--- config.mk ---
export PLATFORM = sky130hd
export DESIGN_NAME = dmem_cache
export DESIGN_NICKNAME = d
export VERILOG_FILES = /design/src/rtl/mem_pkg.sv /design/src/rtl/backing_store.sv /design/src/rtl/dmem_cache.sv
export SDC_FILE = /design/constraint.sdc
export NUM_CORES = 2
export LEC_CHECK = 0
export ABC_CLOCK_PERIOD_IN_PS = 5600
export BUFFER_PORTS_ARGS = -buffer_cell sky130_fd_sc_hd__buf_4
export CAP_MARGIN = 30
export CELL_PAD_IN_SITES_DETAIL_PLACEMENT = 1
export CELL_PAD_IN_SITES_GLOBAL_PLACEMENT = 2
export CORE_MARGIN = 5
export CORE_UTILIZATION = 48
export CTS_CLUSTER_SIZE = 30
export DETAILED_ROUTE_END_ITERATION = 16
export PLACE_DENSITY = 0.8
export REMOVE_ABC_BUFFERS = 1
export SETUP_SLACK_MARGIN = 0.02
export SLEW_MARGIN = 20
export SYNTH_ARGS = -nofsm -noshare
export SYNTH_HDL_FRONTEND = slang
export SYNTH_SLANG_ARGS = --single-unit
--- constraint.sdc ---
create_clock -name clock -period 5.6 [get_ports clock]
set_input_delay 0.84 -clock clock [delete_from_list [all_inputs] [get_ports clock]]
set_output_delay 0.84 -clock clock [all_outputs]
set_load 0.01 [all_outputs]
--- src/rtl/mem_pkg.sv ---
// rtl/mem_pkg.sv - shared state encoding and address-split widths for dmem_cache
package mem_pkg;

  typedef enum logic [1:0] {IDLE, FILL, WRITE} state_e;

  function automatic int index_w(input int nlines);
    return $clog2(nlines);
  endfunction

  function automatic int tag_w(input int nbits, input int nlines);
    return nbits - $clog2(nlines);
  endfunction

endpackage

--- src/rtl/backing_store.sv ---
// rtl/backing_store.sv - single-port synchronous RAM behind the data cache
module backing_store #(
  parameter int AW = 8,
  parameter int DW = 8
) (
  input  logic          clk_i,
  input  logic          we_i,
  input  logic [AW-1:0] addr_i,
  input  logic [DW-1:0] wdata_i,
  output logic [DW-1:0] rdata_o
);

  logic [DW-1:0] mem_q [2**AW];

  always_ff @(posedge clk_i) begin
    if (we_i) mem_q[addr_i] <= wdata_i;
    rdata_o <= mem_q[addr_i];
  end

endmodule

--- src/rtl/dmem_cache.sv ---
// rtl/dmem_cache.sv - direct-mapped write-through, no-write-allocate data cache
// in front of a fixed-latency backing store; busy stalls the core on misses and writes.
module dmem_cache
  import mem_pkg::*;
#(
  parameter int NBITS        = 8,
  parameter int NLINES       = 8,
  parameter int MISS_LATENCY = 4
) (
  input  logic             clock,
  input  logic             reset,
  input  logic             MemRead,
  input  logic             MemWrite,
  input  logic [NBITS-1:0] Address,
  input  logic [NBITS-1:0] WriteData,
  output logic [NBITS-1:0] ReadData,
  output logic             busy
);

  localparam int IW = index_w(NLINES);
  localparam int TW = tag_w(NBITS, NLINES);
  localparam int CW = $clog2(MISS_LATENCY + 1);
  localparam logic [CW-1:0] LAST = CW'(MISS_LATENCY - 1);

  state_e           state_q, state_d;
  logic [CW-1:0]    cnt_q, cnt_d;
  logic [NBITS-1:0] addr_q, addr_d, data_q, data_d;
  logic [NLINES-1:0] valid_q;
  logic [NBITS-1:0] line_q [NLINES];
  logic [TW-1:0]    ltag_q [NLINES];

  logic [IW-1:0]    req_idx, lat_idx;
  logic [TW-1:0]    req_tag, lat_tag;
  logic             req_hit, lat_hit, fill_en, wr_en;
  logic [NBITS-1:0] store_addr, store_rdata;

  assign req_idx = Address[IW-1:0];
  assign req_tag = Address[NBITS-1:IW];
  assign lat_idx = addr_q[IW-1:0];
  assign lat_tag = addr_q[NBITS-1:IW];
  assign req_hit = valid_q[req_idx] && (ltag_q[req_idx] == req_tag);
  assign lat_hit = valid_q[lat_idx] && (ltag_q[lat_idx] == lat_tag);

  // Presenting the live address in IDLE makes the RAM output valid from the first FILL cycle.
  assign store_addr = (state_q == IDLE) ? Address : addr_q;

  backing_store #(.AW(NBITS), .DW(NBITS)) u_store (
    .clk_i   (clock),
    .we_i    (wr_en),
    .addr_i  (store_addr),
    .wdata_i (data_q),
    .rdata_o (store_rdata)
  );

  always_comb begin
    state_d  = state_q;
    cnt_d    = cnt_q;
    addr_d   = addr_q;
    data_d   = data_q;
    busy     = 1'b0;
    ReadData = '0;
    fill_en  = 1'b0;
    wr_en    = 1'b0;
    case (state_q)
      IDLE: begin
        if (MemWrite) begin
          addr_d  = Address;
          data_d  = WriteData;
          cnt_d   = '0;
          state_d = WRITE;
          busy    = 1'b1;
        end else if (MemRead) begin
          if (req_hit) begin
            ReadData = line_q[req_idx];
          end else begin
            addr_d  = Address;
            cnt_d   = '0;
            state_d = FILL;
            busy    = 1'b1;
          end
        end
      end
      FILL, WRITE: begin
        busy = 1'b1;
        if (cnt_q == LAST) begin
          fill_en = (state_q == FILL);
          wr_en   = (state_q == WRITE);
          cnt_d   = '0;
          state_d = IDLE;
        end else begin
          cnt_d = cnt_q + CW'(1);
        end
      end
      default: state_d = IDLE;
    endcase
  end

  always_ff @(posedge clock or posedge reset) begin
    if (reset) begin
      state_q <= IDLE;
      cnt_q   <= '0;
      addr_q  <= '0;
      data_q  <= '0;
      valid_q <= '0;
    end else begin
      state_q <= state_d;
      cnt_q   <= cnt_d;
      addr_q  <= addr_d;
      data_q  <= data_d;
      if (fill_en) valid_q[lat_idx] <= 1'b1;
    end
  end

  // Line payload and tags need no reset; valid_q gates every use of them.
  always_ff @(posedge clock) begin
    if (fill_en) begin
      line_q[lat_idx] <= store_rdata;
      ltag_q[lat_idx] <= lat_tag;
    end else if (wr_en && lat_hit) begin
      line_q[lat_idx] <= data_q;
    end
  end

endmodule

==> results.md <==
- Die Wd: 436 µm
- GP Congestion: 0.919
- Drt first pass iters: 6
- Starting density of the core: 48.2%
- Synth top area share: 74.1%
- Seq/Total Area, Yosys: 75.2%
- Crit path max-delay family: compound AO/OA/AOI/OAI gates
- Final Net Count: 5,902
- Post-DP HPWL: 186,000 µm
- I/O Pins: 29
- Hold Crit Class: in -> async
- Clock power share: 26.8%
- CP arrival: 5.91 ns
- Area of the core: 0.181 mm²
- Reg-to-Reg End: u_store.rdata_o[4]
- Port Buffer Count: 28
- Via Count: 54,500
- Initial DRC count: 7,429
- Primary FF master, synth: edfxtp_1
- Die footprint: 0.190 mm²
- Synth warn: 0
- Fmax: 0.191 GHz
- Antenna-violating nets left: 0
- Sink Count: 2,189
- RSZ-0062 raised after global routing: false
- Antenna violations before repair: 14
- Final setup TNS: 0 ns
- Final Worst Setup Slack: 0.377 ns
- Endpoints failing setup: 0
- Root Buffer Master: clkbuf_16
- Die Span Y: 436 µm
- Max-Slew Margin vs Limit: 15.7%
- Area growth syn-to-layout: 14.1%
- # hold bufs at CTS: 0
- Global-route wire length before repair: 416,000 µm
- Postcts setup bufs: 0
- TritonCTS clock tree: yes
- Mapped Cells: 5,572
- H-tree depth: 4
- PostCTS Resize Cnt: 0
- Reg2Reg Launch Point: state_q[0]
- WP depth: 11
- Routed vias/inst: 6.46
- Post-synthesis instance area: 0.0872 mm²
- Fillcell total: 16,700
- CP max FO: 83
- Share of post-route cells with drive strength above 1: 17.4%
- Post-route clock period utilization: 93.3%
- CTS buffer count: 219
- Comb pwr share: 34.8%
- Flop2flop setup slack: 0.38 ns
- Place WS: 0.650 ns
- Crit path launch type: flop
- Post-synth ARST share: 1.32%
- R2r worst-path depth: 11
- Util after Layout: 55.0%
- CP startpoint: state_q[0]
- Flop and latch count out of synthesis: 2,189
- Leading area contributor after synthesis: edfxtp_1
- Hold Slack: 0.0895 ns
- Outcome: complete, no violations
- Final hold vios: 0
- # DRC: 0
- Post-synth cell types: 83
- Routed WL per cell: 34.6 µm
- Critical path buffers and inverters: 3
- Clock buffer depth: 3
- Avg Cell Area, Syn: 15.6 µm²
- Post-synth EDFFs: 2,152
- Kind of critical path: reg -> reg
- Pwr per Cell Area: 558 mW/mm²
- Sw Share: 37.6%
- Worst path max stage delay: 1.00 ns
- Critical Path Sink: u_store.rdata_o[4]
- Slowest-stage cell, CP: a2111oi_1
- Final min period: 5.22 ns
- Synth top area cells: edfxtp_1, mux4_2, nand2_1
- CP Cell Sequence: inv_1, ha_2, mux2i_4, buf_12, buf_12, and3_1, a311oi_1, o21ai_0, nand4_1, a2111oi_1, nand4_1
- Leakage: 33.0 nW
- Clock-pin slew on the worst setup and hold paths: 0.07 ns
- Num rows: 156
- Worst setup EP type: flop
- Most common cell after layout, fill and taps aside: edfxtp_1
- Largest net degree at the start of global routing: 217
- Worst EP required: 6.29 ns
- Tot GR Track Use: 30.4%
- Total gr overflow: 0
- Psw: 0.0209 W
- Maximum vdd drop: 515 µV
- Most frequent cells in the layout: edfxtp_1, nand2_1, nand3_1, buf_4, nor2_1
- WL final: 292,000 µm
- Reg power frac: 38.4%
- Worst-Skew Late Latency: 0.86 ns
- Number of max-cap violations: 0
- Slew @ Worst Pin: 1.26 ns
- Power Internal: 0.0346 W
- Number of global-route vias before repair: 55,100
- Max-slew violation count: 0
- Clock skew: 0.0271 ns
[stage by stage]
| stage | area (µm²) | total power [W] | std cells |
|---|---|---|---|
| global route | 99500 | 0.0571 | 8437 |
| global placement | 92100 | 0.0400 | 8012 |
| floorplan | 85300 | 0.0315 | 5220 |
| detailed placement | 92200 | 0.0405 | 8022 |
| finish | 99500 | 0.0555 | 8440 |
| CTS | 99400 | 0.0553 | 8433 |
[metal layers]
layer / part of all wire, % / track usage, %
met5: 0.035 / 0
met4: 5.5 / 14.4
met3: 10 / 6.76
met2: 46 / 46.8
met1: 38 / 41.4
[cells in the mapped netlist, types with 73 or more instances]
| library cell | n |
|---|---|
| edfxtp_1 | 2152 |
| nand2_1 | 1162 |
| nand3_1 | 416 |
| nor2_1 | 334 |
| mux4_2 | 226 |
| buf_2 | 151 |
| mux2i_1 | 120 |
| and3_1 | 98 |
| clkbuf_1 | 90 |
| a311oi_1 | 83 |
| nand4_1 | 82 |
| a22oi_1 | 73 |
[sequential cells by signal (all words and copies together), names as in the netlist]
| name | count |
|---|---|
| u_store.rdata_o | 8 |
| addr_q | 8 |
| state_q | 2 |
| ltag_q | 40 |
| u_store.mem_q | 2048 |
| cnt_q | 3 |
| valid_q | 8 |
| line_q | 64 |
| data_q | 8 |
[cells by family (layout without fill, tap and decap cells)]
logic type | count (synthesis) | after routing | share of synthesized area [%]
other | 0 | 3 | 0
AND/OR/NAND/NOR | 2172 | 2172 | 10.7
XOR/XNOR | 12 | 12 | 0.121
flip-flops | 2189 | 2189 | 75.2
adder cells (fa/ha/maj) | 5 | 5 | 0.0718
buffers and inverters | 361 | 856 | 2.18
multiplexers | 381 | 381 | 7.74
AO/OA/AOI/OAI | 452 | 452 | 4.03
[cell type report]
| type | count | area [µm²] | area share, % |
|---|---|---|---|
| inverter | 9 | 33.8 | 0.0340 |
| sequential | 2189 | 65500 | 65.9 |
| timing repair buffer | 436 | 3780 | 3.80 |
| antenna | 3 | 7.51 | 0.00755 |
| clock buffer | 271 | 5760 | 5.79 |
| clock inverter | 140 | 1460 | 1.47 |
| tap | 2370 | 2970 | 2.98 |
| multi-input combinational | 3022 | 19900 | 20.0 |
[worst min-delay path: cells and delay by family]
family   cells  cell delay [ns]
buf+inv      3             0.54
[worst min-delay path by stage]
| stage | end | startpoint | slack (ns) |
|---|---|---|---|
| floorplan | valid_q[2] | valid_q[2] | 0.46 |
| global placement | valid_q[3] | valid_q[3] | 0.47 |
| detailed placement | valid_q[7] | valid_q[7] | 0.49 |
| CTS | data_q[0] | reset | 0.06 |
| global route | data_q[1] | reset | 0.14 |
| finish | valid_q[4] | reset | 0.09 |
[power groups by stage]
stage,sequential (W),clock [W],combinational (W)
global route,0.0213,0.0158,0.0200
detailed placement,0.0217,0,0.0188
CTS,0.0214,0.0150,0.0189
finish,0.0213,0.0149,0.0193
floorplan,0.0227,0,0.00885
global placement,0.0217,0,0.0183
Note: power is estimated with default switching activity, not from simulation.
